===== config.mk =====
export PLATFORM = sky130hd
export DESIGN_NAME = alu_share_arbiter
export DESIGN_NICKNAME = d
export VERILOG_FILES = /design/src/rtl/alu_share_arbiter.sv
export SDC_FILE = /design/constraint.sdc
export NUM_CORES = 1
export LEC_CHECK = 0
export ABC_AREA = 1
export CAP_MARGIN = 0
export CORE_MARGIN = 2
export CORE_UTILIZATION = 39
export CTS_CLUSTER_DIAMETER = 50
export DETAILED_ROUTE_END_ITERATION = 6
export MAX_ROUTING_LAYER = met4
export PLACE_DENSITY = 0.79
export REMOVE_ABC_BUFFERS = 1
export SYNTH_ARGS = -nofsm -noshare
export SYNTH_HDL_FRONTEND = slang
export SYNTH_SLANG_ARGS = --single-unit

===== constraint.sdc =====
create_clock -name CLK -period 1.2 [get_ports CLK]
set_input_delay 0.24 -clock CLK [delete_from_list [all_inputs] [get_ports CLK]]
set_output_delay 0.24 -clock CLK [all_outputs]
set_load 0.05 [all_outputs]

===== src/rtl/alu_share_arbiter.sv =====
// alu_share_arbiter: round-robin sharing of one combinational ALU between two
// requesters. An operation is latched onto the ALU lines on grant. The ALU
// result is captured one edge later and returned with a one-cycle valid pulse.
module alu_share_arbiter #(
  parameter int WIDTH = 8,
  parameter int SEL_W = 3
) (
  input  logic             CLK,
  input  logic             RESET,
  input  logic             req0,
  input  logic             req1,
  input  logic [SEL_W-1:0] op0,
  input  logic [SEL_W-1:0] op1,
  input  logic [WIDTH-1:0] a0,
  input  logic [WIDTH-1:0] a1,
  input  logic [WIDTH-1:0] b0,
  input  logic [WIDTH-1:0] b1,
  output logic             gnt0,
  output logic             gnt1,
  output logic [WIDTH-1:0] alu_data1,
  output logic [WIDTH-1:0] alu_data2,
  output logic [SEL_W-1:0] alu_select,
  input  logic [WIDTH-1:0] alu_result,
  output logic             rsp_valid0,
  output logic             rsp_valid1,
  output logic [WIDTH-1:0] rsp_data,
  output logic             busy
);

  typedef enum logic [1:0] {
    IDLE = 2'd0,
    BUSY = 2'd1,
    DONE = 2'd2
  } state_t;

  state_t           state_reg, state_next;

  // Per-requester views so the grant mux and pulse logic are index-driven.
  logic [1:0]       req_vec;
  logic [SEL_W-1:0] op_vec [2];
  logic [WIDTH-1:0] a_vec  [2];
  logic [WIDTH-1:0] b_vec  [2];

  logic [1:0]       gnt_reg, gnt_next;
  logic [1:0]       rsp_valid_reg, rsp_valid_next;
  logic             last_reg;   // requester granted most recently
  logic             owner_reg;  // requester owning the in-flight operation
  logic [SEL_W-1:0] alu_select_reg;
  logic [WIDTH-1:0] alu_data1_reg, alu_data2_reg, rsp_data_reg;

  logic             issue;      // accept an operation at this edge
  logic             capture;    // capture the ALU result at this edge
  logic             winner;
  logic             reserved_op;

  assign req_vec = {req1, req0};

  genvar gi;
  generate
    for (gi = 0; gi < 2; gi++) begin : g_req
      assign op_vec[gi]         = (gi == 0) ? op0 : op1;
      assign a_vec[gi]          = (gi == 0) ? a0  : a1;
      assign b_vec[gi]          = (gi == 0) ? b0  : b1;
      assign gnt_next[gi]       = issue && (winner == 1'(gi));
      assign rsp_valid_next[gi] = capture && (owner_reg == 1'(gi));
    end
  endgenerate

  // Selects with the top bit set have no ALU unit behind them.
  assign reserved_op = alu_select_reg[SEL_W-1];

  // State register; reset abandons any in-flight operation.
  always_ff @(posedge CLK) begin
    if (RESET) begin
      state_reg <= IDLE;
    end else begin
      state_reg <= state_next;
    end
  end

  // Next state plus issue/capture strobes; contention goes to the requester not served last.
  always_comb begin
    state_next = state_reg;
    issue      = 1'b0;
    capture    = 1'b0;
    winner     = 1'b0;
    case (state_reg)
      IDLE, DONE: begin
        if (|req_vec) begin
          issue      = 1'b1;
          winner     = (&req_vec) ? ~last_reg : req_vec[1];
          state_next = BUSY;
        end else begin
          state_next = IDLE;
        end
      end
      BUSY: begin
        capture    = 1'b1;
        state_next = DONE;
      end
      default: state_next = IDLE;
    endcase
  end

  // Datapath: latch the winner's operation on issue and the ALU result on capture.
  always_ff @(posedge CLK) begin
    if (RESET) begin
      gnt_reg        <= '0;
      rsp_valid_reg  <= '0;
      last_reg       <= 1'b1;
      owner_reg      <= 1'b0;
      alu_select_reg <= '0;
      alu_data1_reg  <= '0;
      alu_data2_reg  <= '0;
      rsp_data_reg   <= '0;
    end else begin
      gnt_reg       <= gnt_next;
      rsp_valid_reg <= rsp_valid_next;
      if (issue) begin
        alu_select_reg <= op_vec[winner];
        alu_data1_reg  <= a_vec[winner];
        alu_data2_reg  <= b_vec[winner];
        owner_reg      <= winner;
        last_reg       <= winner;
      end
      if (capture) begin
        rsp_data_reg <= reserved_op ? '0 : alu_result;
      end
    end
  end

  assign gnt0       = gnt_reg[0];
  assign gnt1       = gnt_reg[1];
  assign rsp_valid0 = rsp_valid_reg[0];
  assign rsp_valid1 = rsp_valid_reg[1];
  assign alu_select = alu_select_reg;
  assign alu_data1  = alu_data1_reg;
  assign alu_data2  = alu_data2_reg;
  assign rsp_data   = rsp_data_reg;
  assign busy       = (state_reg == BUSY);

endmodule


==> flow_metrics.py, run 1 <==
metrics = {
    "run_status": {
        "status": "finished clean",
    },
    "worst_setup_path": {
        "cp-start-kind": "flip-flop",
        "reg2reg_depth": 6,
        "required_ns": 0.96,
        "crit_family": "flip-flops",
        "cp.buffers_inverters": 2,
        "crit_chain": "inv_4, nor2_4, buf_12",
        "crit_start": "state_reg[0]$_SDFF_PP0_",
        "critPathKind": "flip-flop to primary output",
        "reg2reg_from": "state_reg[0]$_SDFF_PP0_",
        "cp_num_cells": 3,
        "r2r_slack_ns": 0.08,
        "critical_path_arrival_ns": 0.95,
        "r2r_end": "last_reg$_SDFFE_PP1P_",
        "end_kind": "primary output",
        "crit_path_max_fanout": 5,
        "cp_slowest_cell": "dfxtp_2",
        "cp_slowest_stage_delay_ns": 0.34,
        "endpoint": "busy",
    },
    "floorplan": {
        "dieArea_mm2": 0.00457,
        "coreArea_mm2": 0.00394,
        "die_h_um": 67.6,
        "rows": 23,
        "die_w_um": 67.6,
        "top_level_ports": 82,
        "start_util": 0.401,
    },
    "placement": {
        "io_buffers": 81,
        "dpl.hpwl_mm": 3.36,
        "gp_congestion": 0.812,
        "placed_cell_area_mm2": 0.00282,
        "pre_cts_slack_ns": -0.249,
        "placedCellCount": 364,
    },
    "cts": {
        "clk_latency_ns": 0.29,
        "htreeDepth": 2,
        "cts_tree": "done",
        "cts_root_buffer": "clkbuf_8",
        "clockBufferDepth": 2,
        "clk_pin_slew_ns": 0.07,
        "cts_made_buffers": 5,
        "cts.sinks": 35,
    },
    "routing": {
        "drt_first_pass_iters": 4,
        "wire_per_inst_um": 11.8,
        "vias": 1795,
        "vias_per_cell": 4.81,
        "drt_iter0_drc": 106,
        "routed_wl_mm": 4.40,
        "drc": 0,
        "drtAntennaViolNets": 0,
    },
    "timing": {
        "post-route-period-util": 0.996,
        "hold_ws_ns": 0.449,
        "rsz0062_at_grt": "yes",
        "max_freq_ghz": 0.837,
        "fin_skew_ns": 0.00442,
        "min_period_ns": 1.19,
        "fin_setup_tns_ns": 0,
        "worst_pin_slew_ns": 0.237,
        "finalHoldViolations": 0,
        "slew_viol_final": 0,
        "finalSetupViolCount": 0,
        "relSlewSlack": 0.841,
        "setup_slack_ns": 0.00522,
    },
    "final_layout": {
        "instances_no_fill": 373,
        "syn_to_final_growth_pct": 86.1,
        "final_nets": 372,
        "fill_cells": 283,
        "antenna_cells": 0,
        "drive_gt1_frac": 0.207,
        "utilization": 0.745,
        "design_area_mm2": 0.00294,
    },
    "global_route": {
        "grt-ovfl-total": 0,
        "antenna_found_initial": 0,
        "grt_pass1_wl_mm": 7.40,
        "grt_max_degree": 21,
        "grt_use_total": 0.221,
        "grt_pass1_vias": 1719,
    },
    "run": {
        "maxCapViolations": 0,
    },
    "pwr": {
        "p_leak_nw": 1.42,
        "powerDensity_mw_per_mm2": 1190,
        "peakVddDrop_v": 0.000640,
        "total_power_mw": 3.50,
    },
    "yosys": {
        "synth_top_area_share": 0.444,
        "ys_seq_elements": 35,
        "synth.most_common_cell": "nand2_1",
        "synth_edf_count": 0,
        "syn_inst": 229,
        "ys_types": 15,
        "syn-cell-area_mm2": 0.00158,
        "yosys-top-cells-count": "52 x nand2_1, 44 x nor2_1, 35 x dfxtp_1",
        "synthFlopType": "dfxtp_1",
        "synth_area_leader_cell": "dfxtp_1",
        "ys_seq_area_frac": 0.444,
        "synthTopCellsByArea": "dfxtp_1 44%, nand2_1 12%, nor2_1 10%",
        "ys_warn_count": 0,
        "synthArstFlopShare": 0,
        "syn_area_per_cell_um2": 6.90,
    },
    "min_path": {
        "hold_class": "primary input to flip-flop",
        "hold_start": "req0",
    },
}
-- placed cells by master, fill, tap and decap left out, types with 5 or more instances in the layout --
master	count
buf_12	33
buf_4	18
inv_1	22
nand2_1	50
o21ai_0	9
nor2_1	43
clkbuf_8	5
nand3_1	27
clkdlybuf4s50_1	47
nand4_1	19
dfxtp_1	34
-- report_power, final --
group | leakage, nW | switching [mW] | internal, mW
Clock | 0.0477 | 0.421 | 0.397
Sequential | 0.290 | 0.102 | 1.27
Combinational | 1.08 | 0.658 | 0.657
Total | 1.42 | 1.18 | 2.32
-- routing by layer --
layer | vias to the layer above | routed length [µm] | GRT usage
li1 | 912 | - | -
met1 | 796 | 1840 | 0.260
met2 | 81 | 2120 | 0.358
met3 | 6 | 387 | 0.0567
met4 | 0 | 53 | 0.0893
met5 | - | 0 | -
-- worst min-delay path by stage --
stage / to / depth (start not counted)
after floorplan: owner_reg$_SDFFE_PP0P_ / 1
after global placement: rsp_valid_reg[0]$_SDFF_PP0_ / 1
after detailed placement: rsp_valid_reg[0]$_SDFF_PP0_ / 1
after CTS: rsp_valid_reg[1]$_SDFF_PP0_ / 2
after global routing: rsp_valid_reg[1]$_SDFF_PP0_ / 2
final: state_reg[0]$_SDFF_PP0_ / 4
-- repair_timing --
| action | 4_1_cts | 5_1_grt |
|---|---|---|
| pin swaps | 1 | 1 |
| hold buffers | 0 | 0 |
| buffers inserted | 2 | 0 |
| gates resized for setup | 4 | 5 |
| setup endpoints to repair | 1 | 30 |
-- kinds of logic (layout without fill, tap and decap cells) --
kind of cell,count (synthesis),in the layout,synth area share
AO/OA/AOI/OAI,11,11,0.0349
buffers and inverters,39,133,0.122
flip-flops,35,35,0.444
AND/OR/NAND/NOR,144,144,0.399
-- layout make-up --
class	instances	area (µm²)	share of cell area
repair buffers	100	1290	0.439
multi-input cells	155	703	0.239
flip-flops and latches	35	702	0.239
inverters	25	96.3	0.0328
clock buffers	5	68.8	0.0234
well taps	50	62.6	0.0213
clock inverters	3	15.0	0.00511
-- worst register-to-register path: stages (launching register included) --
cell and delay (ns):
dfxtp_2 0.33, inv_4 0.08, buf_4 0.14, o21ai_0 0.07
buf_4 0.15, nor2_1 0.17, nor2_1 0.07
No activity file was read; power rests on OpenSTA's default activity.
==> run 2: changes to the inputs <==
CORE_UTILIZATION = 41   (was 39)
CTS_BUF_LIST = sky130_fd_sc_hd__clkbuf_8   (was not set)
PLACE_DENSITY = 0.83   (was 0.79)
==> run 2 against run 1 <==
The run now ends with setup timing left. Clock skew up 0.00077 ns. Sequential share of layout area down 1.4 points. First-iteration DRC count up 5.7%. Critical endpoint is now alu_data1[3]$_SDFFE_PP0P_. Clock-buffer cell count unchanged. Cell area up 6.0%. Via count up 11%.
==> flow_metrics.py, run 2 (synthesis results as in run 1) <==
metrics = {
    "floorplan": {
        "die_h_um": 66.1,
        "die_w_um": 66.1,
        "rows": 22,
        "dieArea_mm2": 0.00436,
        "start_util": 0.428,
        "coreArea_mm2": 0.00369,
        "top_level_ports": 82,
    },
    "timing": {
        "min_period_ns": 1.23,
        "setup_slack_ns": -0.0348,
        "relSlewSlack": 0.774,
        "finalHoldViolations": 0,
        "finalSetupViolCount": 13,
        "post-route-period-util": 1.03,
        "hold_ws_ns": 0.477,
        "max_freq_ghz": 0.810,
        "rsz0062_at_grt": "yes",
        "fin_skew_ns": 0.00520,
        "worst_pin_slew_ns": 0.340,
        "fin_setup_tns_ns": -0.206,
        "slew_viol_final": 0,
    },
    "final_layout": {
        "layout_commonest_cell": "nand2_1",
        "layout_common_cells": "49 x nand2_1, 47 x clkdlybuf4s50_1, 34 x dfxtp_1",
        "fill_cells": 203,
        "syn_to_final_growth_pct": 97.3,
        "design_area_mm2": 0.00312,
        "seq_area_um2": 702,
        "final_nets": 374,
        "multiInputGateArea_um2": 820,
        "antenna_cells": 0,
        "drive_gt1_frac": 0.268,
    },
    "cts": {
        "cts_made_buffers": 5,
        "cts.hold.buffers_added": 0,
        "cts_root_buffer": "clkbuf_8",
        "cts_tree": "done",
        "cts.sinks": 35,
        "clockBufferDepth": 2,
        "clk_pin_slew_ns": 0.07,
        "htreeDepth": 2,
        "clk_latency_ns": 0.29,
    },
    "pwr": {
        "power_frac_seq": 0.378,
        "pwr-share-comb": 0.404,
        "p_leak_nw": 1.46,
        "p_int_mw": 2.38,
        "clock_power_share": 0.217,
        "powerDensity_mw_per_mm2": 1180,
        "power_switching_mw": 1.30,
        "p_sw_frac": 0.353,
        "peakVddDrop_v": 0.000882,
    },
    "global_route": {
        "grt_use_total": 0.241,
        "grt_max_degree": 28,
        "grt_pass1_wl_mm": 7.82,
        "grt-ovfl-total": 0,
        "antenna_found_initial": 0,
        "grt_pass1_vias": 1719,
    },
    "worst_setup_path": {
        "cp-start-kind": "flip-flop",
        "cp_slowest_stage_delay_ns": 0.34,
        "critPathKind": "flip-flop to flip-flop",
        "crit_family": "buffers and inverters",
        "critical_path_arrival_ns": 1.47,
        "crit_chain": "inv_4, buf_6, nand2_4, nand2_8, clkbuf_16, nor2_4, nor2_1, nand2_1, inv_1",
        "end_kind": "flip-flop",
        "crit_path_max_fanout": 7,
        "cp.buffers_inverters": 4,
        "cp_slowest_cell": "dfxtp_2",
        "required_ns": 1.43,
    },
    "placement": {
        "io_buffers": 81,
        "gp_congestion": 0.811,
        "pre_cts_slack_ns": -0.336,
        "placed_cell_area_mm2": 0.00280,
        "dpl.hpwl_mm": 3.61,
    },
    "routing": {
        "vias_per_cell": 5.34,
        "routed_wl_mm": 6.19,
        "vias": 1993,
        "wire_per_inst_um": 16.6,
        "drt_first_pass_iters": 4,
        "drc": 0,
        "drtAntennaViolNets": 0,
        "drt_iter0_drc": 112,
    },
    "run_status": {
        "status": "finished with violations",
        "violations": "setup timing",
    },
    "run": {
        "maxCapViolations": 0,
    },
    "min_path": {
        "hold_class": "flip-flop to flip-flop",
    },
}
run 2: cell count changes in the layout (fill, tap and decap cells not counted), sizes merged:
cell / before / now
dlymetal6s2s: 2 / 0
clkbuf: 5 / 7
dlygate4sd2: 0 / 2
clkinv: 4 / 2
inv: 24 / 26
run 2: path summary, 6_finish.rpt:
| check | from | end | slack (ns) | depth (start not counted) |
|---|---|---|---|---|
| max | state_reg[0]$_SDFF_PP0_ | alu_data1[3]$_SDFFE_PP0P_ | -0.03 | 9 |
| min | owner_reg$_SDFFE_PP0P_ | rsp_valid_reg[1]$_SDFF_PP0_ | 0.48 | 2 |
| max reg2reg | state_reg[0]$_SDFF_PP0_ | alu_data1[3]$_SDFFE_PP0P_ | -0.03 | 9 |
| min reg2reg | owner_reg$_SDFFE_PP0P_ | rsp_valid_reg[1]$_SDFF_PP0_ | 0.48 | 2 |
run 2: per-layer routing:
layer  GRT usage  wire (µm)  vias up
met5           -          0        -
met4      0.0944        204        0
met1       0.270       2340      939
met2       0.409       3200      112
met3      0.0664        443       21
li1            -          -      921
run 2: worst register-to-register path, delay by kind of cell, from the launching register on:
| kind | cells | cell delay [ns] |
|---|---|---|
| buffers and inverters | 4 | 0.44 |
| DFF | 1 | 0.34 |
| and+or+nand+nor | 5 | 0.39 |
run 2: layout make-up:
class,instances,area share
inverters,25,0.0309
clock buffers,5,0.0221
well taps,48,0.0193
repair buffers,102,0.435
flip-flops and latches,35,0.225
clock inverters,3,0.00402
multi-input cells,155,0.263
run 2: per-stage QoR:
step                power [mW]  cells   util
finish                    3.67    373  0.845
global route              3.83    373  0.845
CTS                       3.49    368  0.787
detailed placement        2.70    359  0.758
global placement          2.67    359  0.758
floorplan                 1.94    215      -
run 2: power groups by stage:
stage               Sequential [mW]  Clock (mW)  Combinational [mW]
floorplan                      1.65           0               0.296
global placement               1.39           0                1.28
detailed placement             1.39           0                1.31
CTS                            1.37       0.806                1.32
global route                   1.40       0.874                1.56
finish                         1.39       0.798                1.49
run 2: repair_timing:
item | 4_1_cts | 5_1_grt
pin swaps | 0 | 10
gates cloned | 0 | 4
gates resized for setup | 8 | 38
endpoints found under the setup margin | 20 | 19
setup buffers | 2 | 1
